--- config.mk ---
export PLATFORM = sky130hd
export DESIGN_NAME = gauss_coeff_ctrl
export DESIGN_NICKNAME = d
export VERILOG_FILES = /design/src/rtl/gauss_coeff_ctrl.sv
export SDC_FILE = /design/constraint.sdc
export NUM_CORES = 1
export LEC_CHECK = 0
export ABC_AREA = 1
export CAP_MARGIN = 15
export CORE_AREA = 4 4 100 102
export CTS_BUF_LIST = sky130_fd_sc_hd__clkbuf_2
export DETAILED_ROUTE_END_ITERATION = 16
export DIE_AREA = 0 0 104 106
export PLACE_DENSITY = 0.82
export SLEW_MARGIN = 20
export SYNTH_ARGS = -nofsm -noshare
export SYNTH_HDL_FRONTEND = slang
export SYNTH_SLANG_ARGS = --single-unit
--- constraint.sdc ---
create_clock -name clk -period 7.19 [get_ports clk]
set_input_delay 1.0785 -clock clk [delete_from_list [all_inputs] [get_ports clk]]
set_output_delay 1.0785 -clock clk [all_outputs]
set_load 0.005 [all_outputs]
--- src/rtl/gauss_coeff_ctrl.sv ---
// gauss_coeff_ctrl
//   Coefficient configuration controller for the 5-tap Gaussian filter.
//   The ARM side writes a shadow bank one tap at a time. A commit sums the
//   shadow taps, and a bank that passes the check is copied to the live bank
//   at the next end-of-frame (falling vvalid). This keeps a frame from being
//   filtered with a mix of old and new coefficients.
//
// Ports
//   clk        pixel clock
//   rst        asynchronous active-high reset
//   vvalid     frame-valid from the video source (clk domain)
//   wr_en      shadow write strobe
//   wr_addr    tap index, 0..N-1
//   wr_data    coefficient value
//   commit     validate-and-schedule request (pulse)
//   wr_ack     one-cycle pulse: the previous-cycle write was accepted
//   reg_coeff  live coefficients, tap i at [i*CW +: CW]
//   busy       FSM not idle
//   pending    validated bank waiting for a frame boundary
//   err_sum    sticky: last commit failed the sum check
//   upd_pulse  one-cycle pulse in the cycle reg_coeff changes
//   upd_cnt    applied-update counter, wraps
module gauss_coeff_ctrl #(
  parameter int N                    = 5,
  parameter int CW                   = 8,
  parameter int COEFF_SUM            = 256,
  parameter logic [N*CW-1:0] DEF_COEFF = {8'd16, 8'd64, 8'd96, 8'd64, 8'd16}
) (
  input  logic            clk,
  input  logic            rst,
  input  logic            vvalid,
  input  logic            wr_en,
  input  logic [2:0]      wr_addr,
  input  logic [CW-1:0]   wr_data,
  input  logic            commit,
  output logic            wr_ack,
  output logic [N*CW-1:0] reg_coeff,
  output logic            busy,
  output logic            pending,
  output logic            err_sum,
  output logic            upd_pulse,
  output logic [7:0]      upd_cnt
);

  // CW+3 bits holds the sum of up to 8 full-scale taps.
  localparam int ACCW = CW + 3;
  localparam int IW   = (N > 1) ? $clog2(N) : 1;

  typedef enum logic [2:0] {
    S_IDLE, S_CHECK, S_COMPARE, S_ARMED, S_APPLY
  } state_t;

  state_t                  state_q, state_d;
  logic [ACCW-1:0]         acc_q, acc_d;
  logic [IW-1:0]           idx_q, idx_d;
  logic [N-1:0][CW-1:0]    sh_q, sh_d;
  logic [N-1:0][CW-1:0]    live_q, live_d;
  logic                    vvalid_dly_q;
  logic                    wr_ack_q, wr_ack_d;
  logic                    busy_q, busy_d;
  logic                    pending_q, pending_d;
  logic                    err_q, err_d;
  logic                    upd_pulse_q, upd_pulse_d;
  logic [7:0]              upd_cnt_q, upd_cnt_d;
  logic                    wr_acc;
  logic                    fe;

  // End of frame: vvalid was high last cycle and is low now.
  assign fe = vvalid_dly_q & ~vvalid;

  always_comb begin
    state_d     = state_q;
    acc_d       = acc_q;
    idx_d       = idx_q;
    sh_d        = sh_q;
    live_d      = live_q;
    err_d       = err_q;
    upd_cnt_d   = upd_cnt_q;
    upd_pulse_d = 1'b0;

    // Writes land only in IDLE, so the bank cannot move under the check
    // or while a validated bank waits for the frame boundary.
    wr_acc = wr_en && (state_q == S_IDLE) && (int'(wr_addr) < N);
    for (int i = 0; i < N; i++) begin
      if (wr_acc && (wr_addr == 3'(i))) sh_d[i] = wr_data;
    end
    wr_ack_d = wr_acc;

    case (state_q)
      S_IDLE: begin
        if (commit) begin
          state_d = S_CHECK;
          acc_d   = '0;
          idx_d   = '0;
          err_d   = 1'b0;
        end
      end
      S_CHECK: begin
        acc_d = acc_q + ACCW'(sh_q[idx_q]);
        idx_d = idx_q + IW'(1);
        if (idx_q == IW'(N - 1)) state_d = S_COMPARE;
      end
      S_COMPARE: begin
        if (acc_q == ACCW'(COEFF_SUM)) begin
          state_d = S_ARMED;
        end else begin
          err_d   = 1'b1;
          state_d = S_IDLE;
        end
      end
      S_ARMED: begin
        if (fe) state_d = S_APPLY;
      end
      S_APPLY: begin
        live_d      = sh_q;
        upd_pulse_d = 1'b1;
        upd_cnt_d   = upd_cnt_q + 8'd1;
        state_d     = S_IDLE;
      end
      default: state_d = S_IDLE;
    endcase

    // Status flags track the next state so they are registered alongside it.
    busy_d    = (state_d != S_IDLE);
    pending_d = (state_d == S_ARMED);
  end

  always_ff @(posedge clk or posedge rst) begin
    if (rst) begin
      state_q      <= S_IDLE;
      acc_q        <= '0;
      idx_q        <= '0;
      sh_q         <= DEF_COEFF;
      live_q       <= DEF_COEFF;
      vvalid_dly_q <= 1'b0;
      wr_ack_q     <= 1'b0;
      busy_q       <= 1'b0;
      pending_q    <= 1'b0;
      err_q        <= 1'b0;
      upd_pulse_q  <= 1'b0;
      upd_cnt_q    <= 8'd0;
    end else begin
      state_q      <= state_d;
      acc_q        <= acc_d;
      idx_q        <= idx_d;
      sh_q         <= sh_d;
      live_q       <= live_d;
      vvalid_dly_q <= vvalid;
      wr_ack_q     <= wr_ack_d;
      busy_q       <= busy_d;
      pending_q    <= pending_d;
      err_q        <= err_d;
      upd_pulse_q  <= upd_pulse_d;
      upd_cnt_q    <= upd_cnt_d;
    end
  end

  assign wr_ack    = wr_ack_q;
  assign reg_coeff = live_q;
  assign busy      = busy_q;
  assign pending   = pending_q;
  assign err_sum   = err_q;
  assign upd_pulse = upd_pulse_q;
  assign upd_cnt   = upd_cnt_q;

endmodule

==> flow_metrics.env <==
export IMPL_grt_max_degree=85
export IMPL_synthFlopType="dfrtp_1"
export IMPL_clock_latency_ns=0.60
export IMPL_crit_chain="inv_1, nor2_1, o21ai_0, nand2_1, o21ai_0, ha_1, fa_1, nand2_1, nand2_1, nand3_1, nand2_1, nand2_1, o21ai_0, nand2_1, inv_1"
export IMPL_yosys_warnings=0
export IMPL_routed_via_density=5.46
export IMPL_rsz0062_at_grt="false"
export IMPL_cts_sink_count=111
export IMPL_numCtsBuffers=9
export IMPL_fin_crit_sh_pct=39.7
export IMPL_antenna_cells=0
export IMPL_avgSynthCellArea_um2=8.47
export IMPL_cts_tree="built"
export IMPL_grt_pass1_wl_um=20900
export IMPL_multiInputGateArea_um2=2060
export IMPL_dp_hpwl_um=9190
export IMPL_place_ws_ns=4.32
export IMPL_yosysTopAreaCell="dfrtp_1"
export IMPL_synth_enable_flop_cells=0
export IMPL_hold_viol=0
export IMPL_tightest_slew_ns=0.735
export IMPL_tns_ns=0
export IMPL_maxCapViolCount=0
export IMPL_hold_path_depth=2
export IMPL_critPathMaxStageDelay_ns=0.74
export IMPL_synth_commonest_cells="nand2_1, dfrtp_1, inv_1, o21ai_0, nor2_1"
export IMPL_status="finished, final reports clean"
export IMPL_dr_pass1_iters=5
export IMPL_first_global_vias=4349
export IMPL_synth_cells=618
export IMPL_cp_max_fo=22
export IMPL_utilization_pct=66.7
export IMPL_path_class="register to register"
export IMPL_gr_usage_met2_pct=39.4
export IMPL_fillCellCount=749
export IMPL_leakage_nw=3.09
export IMPL_peakVddDrop_mv=0.174
export IMPL_power_density_nw_per_um2=392
export IMPL_core_area_um2=9110
export IMPL_cts_setup_buffers=0
export IMPL_io_pin_count=69
export IMPL_synth_seq_area_share_pct=53.4
export IMPL_worstHoldPathType="register to register"
export IMPL_clock_path_buffers=2
export IMPL_syn_area_um2=5230
export IMPL_area_growth_pct=16.1
export IMPL_antenna_found_initial=0
export IMPL_io_buffers=68
export IMPL_timing_fmax_ghz=0.350
export IMPL_chipWidth_um=104
export IMPL_cts_resized=0
export IMPL_arrival_ns=3.40
export IMPL_drtIter0Drc=297
export IMPL_drt_antenna_violating_nets=0
export IMPL_ys_seq_elements=111
export IMPL_layout_drive_gt1_share_pct=9.06
export IMPL_busiest_layer="met2"
export IMPL_clkTransAtPathRegs_ns=0.31
export IMPL_gr_usage_all_layers_pct=23.2
export IMPL_synthTopCellsByArea="dfrtp_1, nand2_1, dfstp_2, o21ai_0, inv_1"
export IMPL_h_tree_depth=3
export IMPL_overflow=0
export IMPL_worst_setup_path_end_kind="register"
export IMPL_start_util_pct=57.4
export IMPL_synth_nets=646
export IMPL_cpMostUsedCell="nand2_1"
export IMPL_slowest_stage="dfrtp_1"
export IMPL_postCtsHoldBufs=0
export IMPL_dieArea_um2=11000
export IMPL_grt_util_met3_pct=3.70
export IMPL_num_rows=35
export IMPL_synth_async_sr_flop_share_pct=100
export IMPL_synth_top_area_share_pct=47.3
export IMPL_routed_wl_um=12400
export IMPL_setup_viol=0
export IMPL_final_nets=707
export IMPL_setup_slack_ns=4.33
export IMPL_reg2reg_depth=15
export IMPL_slew_headroom_pct=51.0
export IMPL_cts_root_buffer="clkbuf_2"
export IMPL_yosysMostFrequentCell="nand2_1"
export IMPL_synth_cell_type_count=32
export IMPL_crit_required_ns=7.74
export IMPL_wire_per_inst_um=15.5
export IMPL_die_h_um=106
export IMPL_use_met1_pct=30.3
export IMPL_skew_ns=0.0403
export IMPL_crit_path_start_kind="register"
export IMPL_drc=0
export IMPL_place_congestion=0.965
export IMPL_finalPower_mw=2.38
export IMPL_final_max_slew_viol_count=0
export IMPL_fin_crit_ns=2.86
export IMPL_area_sequential_um2=2790
export IMPL_vias=4340
## state kept, by name (all words and copies together) (netlist names)
register	flops
idx_q	3
state_q	3
wr_ack	1
sh_q	40
acc_q	11
upd_pulse	1
busy	1
upd_cnt	8
err_sum	1
pending	1
reg_coeff	40
vvalid_dly_q	1
## through the flow
step / instance area (µm²) / hold WS (ns) / cells
finish: 6070 / 0.494 / 795
global route: 6070 / 0.501 / 795
global placement: 5950 / 0.460 / 779
floorplan: 5230 / 0.449 / 618
CTS: 6060 / 0.496 / 795
detailed placement: 5950 / 0.465 / 779
## per-layer routing
metal  up-vias  share of wire, %
li1       2076                 -
met4         0               2.2
met1      2094                42
met2       141                50
met5         -                 0
met3        29               5.5
## worst max-delay path: cells and delay by family, from the launching register on
family | cells | cell delay (ns)
AOI/OAI and AO/OA | 3 | 0.26
adders and majority gates | 2 | 0.64
buffers and inverters | 2 | 0.38
DFF | 1 | 0.74
and+or+nand+nor | 8 | 0.78
## area by class of cell
class / instances / area share (%)
Timing Repair Buffer: 69 / 11.4
Sequential cell: 111 / 46.0
Clock buffer: 9 / 0.742
Clock inverter: 7 / 1.09
Tap cell: 111 / 2.29
Multi-Input combinational cell: 414 / 33.9
Inverter: 74 / 4.61
## kinds of logic after synthesis
logic type	count (synthesis)	synth area share, %
buffers and inverters	93	7.44
adders and majority gates	12	3.01
xor gates and xnor gates	8	1.34
and+or+nand+nor	276	21.9
DFF	111	53.4
AOI/OAI and AO/OA	118	13.0
## where the power goes
| part | internal [mW] | leakage, nW | switching (mW) |
|---|---|---|---|
| Clock | 0.0544 | 0.0676 | 0.219 |
| Combinational | 0.453 | 1.58 | 0.626 |
| Sequential | 0.845 | 1.44 | 0.181 |
## placed cells by master, fill, tap and decap left out, drive strengths merged
cell	count
clkdlybuf4s50	68
a22o	3
nand4	5
o22ai	1
dfrtp	99
o32ai	1
clkinvlp	1
a21oi	18
nor2	30
clkinv	5
nand3	15
xnor2	4
o21ai	95
and2	2
nand2	215
or2	1
clkbuf	9
fa	1
ha	11
buf	1
xor2	4
dfstp	12
nand3b	2
inv	75
nor3	6
## final timing paths
| kind | from | endpoint | slack, ns |
|---|---|---|---|
| setup / recovery | idx_q[0] | acc_q[8] | 4.33 |
| hold / removal | sh_q[21] | sh_q[21] | 0.49 |
| setup reg to reg | idx_q[0] | acc_q[8] | 4.33 |
| hold reg to reg | sh_q[21] | sh_q[21] | 0.49 |
| max in group asynchronous | rst | acc_q[2] | 5.38 |
| min in group asynchronous | rst | reg_coeff[3] | 0.75 |
Note: power is estimated with default switching activity, not from simulation.
